--- src/rtl/fpu_frm_ctrl.sv ---
// fpu_frm_ctrl
// Sequences the FPU rounding-mode (frm) register. It counts in-flight FPU
// operations, decides whether a new FPU op may issue, and serialises CSR
// read/write/set/clear accesses to frm. frm only changes when the FPU
// pipeline is empty. It also resolves each issuing op's rounding mode
// (static or dynamic) and flags reserved modes.
//
// Ports:
//   clk, clr      clock and synchronous active-high reset
//   issue_req     decode requests issue of an FPU op this cycle
//   inst_rm       rm field of the requesting instruction
//   issue_gnt     op accepted this cycle (combinational)
//   eff_rm        resolved rounding mode (combinational)
//   rm_illegal    resolved mode is reserved; the op must trap (combinational)
//   retire        FPU completed one op this cycle
//   inflight      current outstanding-op count
//   csr_req       CSR access to frm, held high until csr_done
//   csr_op        00 read, 01 write, 10 set bits, 11 clear bits
//   csr_wdata     CSR operand
//   csr_rdata     old frm value, valid while csr_done = 1
//   csr_done      one-cycle completion pulse
//   frm_q         current value of the external frm register
//   frm_d, frm_e  next value and write enable for the frm register
module fpu_frm_ctrl #(
  parameter int          MAX_INFLIGHT = 4,
  parameter logic [2:0]  DYN_RM       = 3'b111,
  localparam int         CW           = $clog2(MAX_INFLIGHT + 1)
) (
  input  logic          clk,
  input  logic          clr,
  input  logic          issue_req,
  input  logic [2:0]    inst_rm,
  output logic          issue_gnt,
  output logic [2:0]    eff_rm,
  output logic          rm_illegal,
  input  logic          retire,
  output logic [CW-1:0] inflight,
  input  logic          csr_req,
  input  logic [1:0]    csr_op,
  input  logic [2:0]    csr_wdata,
  output logic [2:0]    csr_rdata,
  output logic          csr_done,
  input  logic [2:0]    frm_q,
  output logic [2:0]    frm_d,
  output logic          frm_e
);

  localparam logic [CW-1:0] MAX_CNT = CW'(MAX_INFLIGHT);
  localparam logic [CW-1:0] ONE     = CW'(1);

  localparam logic [1:0] OP_READ  = 2'b00;
  localparam logic [1:0] OP_WRITE = 2'b01;
  localparam logic [1:0] OP_SET   = 2'b10;
  localparam logic [1:0] OP_CLEAR = 2'b11;

  typedef enum logic [1:0] {
    IDLE   = 2'd0,
    DRAIN  = 2'd1,
    COMMIT = 2'd2
  } state_t;

  state_t        state_q, state_d;
  logic [CW-1:0] inflight_q, inflight_d;
  logic [1:0]    op_q, op_d;
  logic [2:0]    wdata_q, wdata_d;

  assign inflight = inflight_q;

  // Rounding-mode resolution. Modes 101/110/111 are reserved; this also
  // catches a reserved value sitting in frm when the op asks for dynamic rm.
  always_comb begin
    eff_rm     = (inst_rm == DYN_RM) ? frm_q : inst_rm;
    rm_illegal = eff_rm[2] & (eff_rm[1] | eff_rm[0]);
  end

  // Issue is only possible from IDLE and a pending CSR request takes
  // priority, so no new op can slip in once an frm access has started.
  always_comb begin
    issue_gnt = issue_req & (state_q == IDLE) & ~csr_req &
                (inflight_q < MAX_CNT) & ~rm_illegal;
  end

  // Outstanding-op counter. A simultaneous grant and retire cancel out;
  // a stray retire at zero is ignored rather than wrapping.
  always_comb begin
    inflight_d = inflight_q;
    if (issue_gnt && !retire) begin
      inflight_d = inflight_q + ONE;
    end else if (retire && !issue_gnt && (inflight_q != '0)) begin
      inflight_d = inflight_q - ONE;
    end
  end

  // CSR sequencing. Reads skip the drain because they do not change frm.
  // The op and operand are captured on entry; later values on csr_op and
  // csr_wdata while the request is held are ignored.
  always_comb begin
    state_d   = state_q;
    op_d      = op_q;
    wdata_d   = wdata_q;
    csr_done  = 1'b0;
    csr_rdata = 3'b000;
    frm_e     = 1'b0;
    frm_d     = 3'b000;
    unique case (state_q)
      IDLE: begin
        if (csr_req) begin
          op_d    = csr_op;
          wdata_d = csr_wdata;
          state_d = (csr_op == OP_READ) ? COMMIT : DRAIN;
        end
      end
      DRAIN: begin
        if (inflight_q == '0) begin
          state_d = COMMIT;
        end
      end
      COMMIT: begin
        csr_done  = 1'b1;
        csr_rdata = frm_q;
        unique case (op_q)
          OP_WRITE: begin
            frm_e = 1'b1;
            frm_d = wdata_q;
          end
          OP_SET: begin
            frm_e = 1'b1;
            frm_d = frm_q | wdata_q;
          end
          OP_CLEAR: begin
            frm_e = 1'b1;
            frm_d = frm_q & ~wdata_q;
          end
          default: begin
            frm_e = 1'b0;
            frm_d = 3'b000;
          end
        endcase
        state_d = IDLE;
      end
      default: begin
        state_d = IDLE;
      end
    endcase
  end

  // State registers. Reset abandons any access in progress.
  always_ff @(posedge clk) begin
    if (clr) begin
      state_q    <= IDLE;
      inflight_q <= '0;
      op_q       <= 2'b00;
      wdata_q    <= 3'b000;
    end else begin
      state_q    <= state_d;
      inflight_q <= inflight_d;
      op_q       <= op_d;
      wdata_q    <= wdata_d;
    end
  end

endmodule

--- config.mk ---
export PLATFORM = sky130hd
export DESIGN_NAME = fpu_frm_ctrl
export DESIGN_NICKNAME = d
export VERILOG_FILES = /design/src/rtl/fpu_frm_ctrl.sv
export SDC_FILE = /design/constraint.sdc
export NUM_CORES = 1
export LEC_CHECK = 0
export ABC_AREA = 1
export BUFFER_PORTS_ARGS = -buffer_cell sky130_fd_sc_hd__buf_2
export CORE_MARGIN = 10
export CORE_UTILIZATION = 44
export DETAILED_ROUTE_END_ITERATION = 7
export PLACE_DENSITY = 0.76
export SKIP_LAST_GASP = 1
export SYNTH_ARGS = -nofsm -noshare
export SYNTH_HDL_FRONTEND = slang
export SYNTH_SLANG_ARGS = --single-unit
--- constraint.sdc ---
create_clock -name clk -period 1.65 [get_ports clk]
set_input_delay 0.0825 -clock clk [delete_from_list [all_inputs] [get_ports clk]]
set_output_delay 0.0825 -clock clk [all_outputs]
set_load 0.03 [all_outputs]
======== Word-level counts from Yosys, hierarchy flattened ========
Index checks and enable logic that the tools add are counted.
storage, ports and cells
  memories ................................ 0
  latch bits .............................. 0
  output and inout port bits .............. 16
  register bits after elaboration ......... 10
  bits in read-only memories .............. 0
  input port bits ......................... 16
  memory bits (writable) .................. 0
operators by class
  equality and inequality tests ........... 8
  multiplexer cells ....................... 13
  reduce and logical (&&, ||, !) cells .... 13
  multipliers ............................. 0
  order comparisons ....................... 1
  shifts and indexed selects .............. 0
  add/subtract/negate cells ............... 2
  div/mod/pow operators ................... 0
  bitwise operators ....................... 11
operator list
  cell                 count
  $mux 3               5
  $pmux 3 s3           1
  $eq 2x2->1 const B   3
  $mux 2               3
  $and 1x1->1          5
  $eq 2x1->1 const B   2
  $logic_not 2->1      2
  $ne 2x2->1 const B   2
  $pmux 2 s2           1
  $reduce_and 2->1     2
  $add 3x1->3 const B  1
  $and 3x3->3          1
  $eq 3x3->1 const B   1
  $logic_and 1x1->1    3
  $logic_not 3->1      1
  $lt 3x3->1 const B   1
  $mux 1               3
  $not 3->3            1
  $or 3x3->3           1
  $reduce_bool 3->1    1
  $reduce_or 3->1      1
  $sub 3x1->3 const B  1
  $logic_not 1->1      2
  $not 1->1            2
  2 further kinds      2

======== Depth between registers and ports, before layout ========
Gate-level depths: netlist of the first run.
  word-level depth ........................ 11
  gate-level depth with buffers ........... 11
  depth with buffers taken out ............ 11

======== Worst setup path before layout of the first run ========
Ideal clock, no wire load.
  kind .................................... register to output
  start point ............................. register state_q[1]
  end point ............................... output port frm_d[0]
  arrival ................................. 1.501 ns
  required time ........................... 1.567 ns
  cell stages (with the launch flop) ...... 5
  path buffers ............................ 0
  slack ................................... 0.067 ns
  cells stage by stage .................... dfxtp_1 > inv_1 > nor2_1 > inv_2 > a21oi_1
on the way
  longest elaborated chain between the ends .. 2
ends and longest elaborated chain
  item                    line  text
  from (decl)             62    state_t state_q, state_d;
  from (signal assigned)  155   state_q <= state_d;
  $eq 2x2->1              105   unique case (state_q)
  $mux 3                  105
  to (decl)               44    output logic [2:0] frm_d,
Every way passes these cells.

======== Worst setup path after layout of the first run ========
  start point ............................. register state_q[0]
  end point ............................... register inflight_q[2] (netlist: inflight[2])
on the way
  longest elaborated chain between the ends .. 9
ends and longest elaborated chain
  item                                line  text
  $logic_not 2->1 (*)                 79    issue_gnt = issue_req & (state_q == IDLE) & ~csr_req &
  $and 1x1->1 (*) (3 in a row)        79
  $and 1x1->1 (*)                     80    (inflight_q < MAX_CNT) & ~rm_illegal;
  $logic_not 1->1                     89    end else if (retire && !issue_gnt && (inflight_q != '0)) begin
  $logic_and 1x1->1 (2 in a row)      89
  $reduce_bool 2->1 (no source line)  -
  to (signal assigned)                156   inflight_q <= inflight_d;
  to (decl)                           63    logic [CW-1:0] inflight_q, inflight_d;
Every way passes the cells marked *; elsewhere a longest branch is shown, timed or not.
A chain may end at the register's enable or synchronous reset.

==> reports/results.txt, run 1 <==
Row cnt - 14
Max Root-Sink Buffers - 2
Critical Path Fanout Max - 4
Max IR drop VDD - 0.0006883 V
MaxCap Viol Count - 0
Final core occ - 58.91%
Crit-path slowest cell - fa_1
Synth Instances - 100
Worst path cell trace - nor2_2, nand2_2, nor2_8, nand3_4, fa_1, inv_1, nand3_2, nand2_1, nor2_1
Syn-to-layout area delta - 29.10%
Routed WL per cell - 10.97 um
Worst setup path endpoint - inflight[2]
Req. time, crit path - 1.80 ns
Root buf cell - clkbuf_4
Slew margin rel. - 79.97%
Final setup viols - 0
Largest net degree at the start of global routing - 11
CP peak stage delay - 0.37 ns
Final net count - 153
Post-place setup slack - 0.1516 ns
RSZ-0062 raised after global routing - no
Residual DRC - 0
Area leader, netlist - dfxtp_1
DR vias/cell - 4.647
Vias after detailed routing - 697
EDFF count, synth - 0
Cell count along the critical path - 9
Leakage - 0.0004921 uW
Top-area cell type share of the netlist area - 29.47%
Most common cell in the synthesized netlist - nor2_1
Top cells by count, synth - nor2_1, inv_1, nand2_1
Drt total wl - 1645 um
CTS resizes - 0
Fmax - 0.6622 GHz
Initial DRT Pass Iterations - 3
FILL cells - 146
Worst setup margin - 0.1398 ns
Die height - 59.30 um
Netlist Area Pre-Place - 679.4 um^2
Clk sinks - 10
Antenna viol nets, final - 0
Net count after synthesis - 117
Setup Crit Path Kind - reg2reg
Worst hold path type - in2reg
IO Count - 32
Beginning of the critical path - state_q[0]
Top_reg_cell synth - dfxtp_1
Initial antenna violation count - 0
Clock edge transition at the registers on the reported setup and hold paths - 0.06 ns
First-pass GRT wire length - 2697 um
Setup TNS - 0 ns
Max-slew violation count - 0
Gpl congestion - 0.7063
# hold bufs at CTS - 0
Startpoint of the worst-slack reg-to-reg timing path - state_q[0]
Syn_area_per_cell - 6.794 um^2
Hold depth - 2
Reg2reg setup slack - 0.14 ns
Max Clock Skew - 0.003401 ns
Worst setup EP type - flip-flop
CORE AREA - 1489 um^2
Final Cycle Share - 91.53%
Seq/Total Area, Yosys - 29.47%
Layout cells sized above 1 - 37.31%
Initial core utilization - 45.63%
Bufs and invs on worst path - 1
Number of buffers created by CTS - 3
N_diodes - 0
Synth Register Bits - 10
Initial DRC Count - 3
Worst Hold Slack - 0.01419 ns
Reg2Reg Capture Point - inflight[2]
Synth top area cells - dfxtp_1, nor2_1, inv_1, nand2_1, nand2_4
Die area - 3516 um^2
Pwr/cell area - 1025 nW/um^2
Vias in the first global route - 623
Worst-Margin Slew - 0.2982 ns
Min Tclk post-route - 1.510 ns
Setup repair bufs after CTS - 0
Dpl hpwl - 1440 um
Die W - 59.30 um
Critical Path Start Type - flip-flop
Cell variety after synth - 21
Grt ovf - 0
H-tree levels - 1
Final Hold Vio Count - 0
CP delay by family, top - simple AND/OR/NAND/NOR gates
Status - completed
Yosys warning count - 0
R2r worst-path depth - 9
Worst skew pair latency - 0.26 ns
Global-route usage over all layers - 9.695%
Port Buffers - 31
Crit path DAT - 1.66 ns
CTS tree - yes
Post-synth ARST share - 0%
-- kinds of logic (layout without fill, tap and decap cells) --
| logic type | Yosys count | after routing | synth area share (%) |
|---|---|---|---|
| and+or+nand+nor | 54 | 54 | 42.91 |
| adders and majority gates | 1 | 1 | 2.947 |
| DFF | 10 | 10 | 29.47 |
| buffers and inverters | 19 | 53 | 10.50 |
| AOI/OAI and AO/OA | 15 | 15 | 12.89 |
| xor gates and xnor gates | 1 | 1 | 1.289 |
-- power by group --
| group | switching, uW | internal (uW) | total, uW |
|---|---|---|---|
| registers | 41.7 | 284 | 326 |
| clock network | 77.3 | 84.0 | 161 |
| logic | 276 | 136 | 411 |
-- per-layer routing --
metal  part of all wire (%)  vias to the layer above  GRT usage [%]
li1                       -                      376              -
met1                     43                      292          10.56
met2                     42                       24          14.56
met3                     12                        5          4.936
met4                    2.7                        0          5.902
met5                      0                        -              0
-- placed cells by master (no fill, tap or decap) --
| cell type | n |
|---|---|
| a21oi_1 | 5 |
| buf_2 | 31 |
| clkbuf_4 | 3 |
| dfxtp_1 | 10 |
| fa_1 | 1 |
| inv_1 | 14 |
| inv_2 | 5 |
| nand2_1 | 14 |
| nand2_2 | 2 |
| nand2_4 | 3 |
| nand2_8 | 1 |
| nand3_1 | 3 |
| nand3_2 | 1 |
| nand3_4 | 1 |
| nor2_1 | 25 |
| nor2_2 | 1 |
| nor2_8 | 1 |
| nor3_1 | 2 |
| o21a_4 | 1 |
| o21ai_0 | 5 |
| o21ai_1 | 3 |
| o31ai_1 | 1 |
| xor2_1 | 1 |
-- flip-flops by register name, summed over array words and instances, names as in the netlist --
register	count
inflight	3
op_q	2
state_q	2
wdata_q	3
-- layout make-up --
class	count	area (um^2)	area share, %
Tap cell	16	20.02	2.282
Inverter	19	71.32	8.131
Clock buffer	3	22.52	2.568
Timing Repair Buffer	31	155.1	17.69
Multi-Input combinational cell	71	407.9	46.50
Sequential cell	10	200.2	22.82
-- worst min-delay path by stage --
stage | startpoint | to | slack [ns]
after floorplan | clr | state_q[0] | 0.19
final | clr | state_q[0] | 0.01
after global routing | clr | state_q[0] | 0.01
after detailed placement | clr | state_q[0] | 0.29
after global placement | clr | state_q[0] | 0.29
after CTS | clr | state_q[0] | 0.007
-- through the flow --
step | area [um^2] | total power [uW] | instances
4_1_cts | 877.1 | 908.6 | 150
3_3_place_gp | 854.6 | 736.6 | 147
2_1_floorplan | 679.4 | 639.4 | 100
6_report | 877.1 | 898.8 | 150
3_5_place_dp | 854.6 | 745.1 | 147
5_1_grt | 877.1 | 974.4 | 150
(Power assumes the default switching activity.)
==> run 2: changes to the inputs <==
- CORE_UTILIZATION: 44 -> 48
- PLACE_DENSITY: 0.76 -> 0.82
- clock period: 1.65 -> 1.8 ns (I/O delays scaled with it)
==> reports/results.txt, run 2 (synthesis gave the netlist of run 1 again) <==
Drt total wl - 1681 um (+2.2%)
Most frequent cells in the layout - buf_2, nor2_1, inv_1, nand2_1, dfxtp_1
Hold Crit Start - clr
Reg2Reg Capture Point - inflight[2]
Initial core utilization - 51.57% (+5.9 points)
Setup repair bufs after CTS - 0 (unchanged)
Die W - 57.62 um (-2.8%)
Initial DRC Count - 31 (+28)
Dpl hpwl - 1452 um (+0.83%)
Commonest non-fill, non-tap cell in the layout - buf_2
Initial DRT Pass Iterations - 4 (+1)
Routed WL per cell - 11.21 um (+2.2%)
Global-route usage over all layers - 10.50% (+0.80 points)
CTS tree - yes
Port Buffers - 31 (unchanged)
First-pass GRT wire length - 2939 um (+9.0%)
Worst hold path type - in2reg
Req. time, crit path - 1.95 ns (+0.15 ns)
Max IR drop VDD - 0.0006644 V (-3.5%)
Grt ovf - 0 (unchanged)
CTS resizes - 0 (unchanged)
Fmax - 0.6483 GHz (-2.1%)
# hold bufs at CTS - 0 (unchanged)
Clock edge transition at the registers on the reported setup and hold paths - 0.06 ns (about the same)
Startpoint of the worst-slack reg-to-reg timing path - state_q[0]
IO Count - 32 (unchanged)
Clk sinks - 10 (unchanged)
Min Tclk post-route - 1.542 ns (+0.03223 ns)
Final setup viols - 0 (unchanged)
Row cnt - 13 (-1)
Die area - 3320 um^2 (-5.6%)
Pwr/cell area - 988.5 nW/um^2 (-3.5%)
Beginning of the critical path - state_q[0]
Placed cell count - 146 (-0.68%)
Reg2reg setup slack - 0.26 ns (+0.12 ns)
Initial antenna violation count - 0 (unchanged)
Largest net degree at the start of global routing - 11 (unchanged)
Worst-Margin Slew - 0.2592 ns (-0.03897 ns)
Slew margin rel. - 82.59% (+2.6 points)
Vias in the first global route - 718 (+15%)
Critical Path Fanout Max - 4 (unchanged)
N_diodes - 0 (unchanged)
Max Root-Sink Buffers - 2 (unchanged)
Final Hold Vio Count - 0 (unchanged)
Hold depth - 2 (unchanged)
Worst skew pair latency - 0.26 ns (about the same)
Status - completed
DR vias/cell - 4.720 (+1.6%)
Critical Path Start Type - flip-flop
MaxCap Viol Count - 0 (unchanged)
Number of buffers created by CTS - 3 (unchanged)
Layout cells sized above 1 - 37.78% (+0.46 points)
Final net count - 153 (unchanged)
Leakage - 0.0004993 uW (+1.5%)
Antenna viol nets, final - 0 (unchanged)
RSZ-0062 raised after global routing - no
Residual DRC - 0 (unchanged)
Worst Hold Path EP - state_q[0]
Setup TNS - 0 ns (unchanged)
CORE AREA - 1318 um^2 (-12%)
Max Clock Skew - 0.001997 ns (-0.001404 ns)
Gpl congestion - 0.7475 (+5.8%)
Post-route insts no fill - 150 (unchanged)
H-tree levels - 1 (unchanged)
Max-slew violation count - 0 (unchanged)
Setup Crit Path Kind - reg2reg
Root buf cell - clkbuf_4
Worst setup EP type - flip-flop
Final Cycle Share - 85.69% (-5.8 points)
Die height - 57.62 um (-2.8%)
Vias after detailed routing - 708 (+1.6%)
Crit path DAT - 1.70 ns (+0.04 ns)
Syn-to-layout area delta - 30.94%
R2r worst-path depth - 9 (unchanged)
[run 2: cell types whose count changed in the layout (fill, tap and decap cells not counted)]
cell      change
clkbuf_8      +1
[run 2: metal layers]
metal / wire length, um / GRT usage (%) / part of all wire [%]
met1: 732 / 11.43 / 44
met2: 820 / 18.71 / 49
met5: 0 / 0 / 0
met4: 13 / 4.027 / 0.77
met3: 115 / 2.832 / 6.8
[run 2: critical path, stage by stage (launching register included)]
cell and delay [ns]:
dfxtp_1 0.34, nor2_2 0.12, nand2_2 0.11, nor2_8 0.12, nand3_4 0.11, fa_1 0.37
inv_1 0.09, nand3_2 0.07, nand2_1 0.06, nor2_1 0.04
[run 2: area by class of cell]
cell class | count | area, um^2
multi-input cells | 71 | 407.9
fillers | 125 | 427.9
clock buffers | 4 | 36.28
inverters | 19 | 71.32
repair buffers | 31 | 155.1
flip-flops and latches | 10 | 200.2
well taps | 15 | 18.77
[run 2: stage by stage]
stage	power [uW]	cell area (um^2)	hold WS, ns	utilization, %	setup slack [ns]
final	879.4	889.6	0.03240	67.52	0.2576
after global routing	948.7	889.6	0.02913	67.52	0.1715
after CTS	888.3	889.6	0.02817	67.52	0.2492
after detailed placement	689.4	853.3	0.3033	64.77	0.2648
after global placement	671.6	853.3	0.2954	64.77	0.3338
after floorplan	586.1	679.4	0.1935	-	0.2094
[run 2: worst max-delay path by stage]
stage                        endpoint  slack, ns  cells after the start
final                     inflight[2]       0.26                      9
after global routing      inflight[2]       0.17                      9
after CTS                 inflight[2]       0.25                      9
after detailed placement  inflight[2]       0.26                      9
after global placement    inflight[2]       0.33                      9
after floorplan              frm_d[0]       0.21                      4
[run 2: where the power goes]
part | total (uW) | internal (uW) | switching (uW)
clock network | 197 | 123 | 74.8
logic | 381 | 126 | 255
registers | 300 | 261 | 40.0
total | 879 | 509 | 370
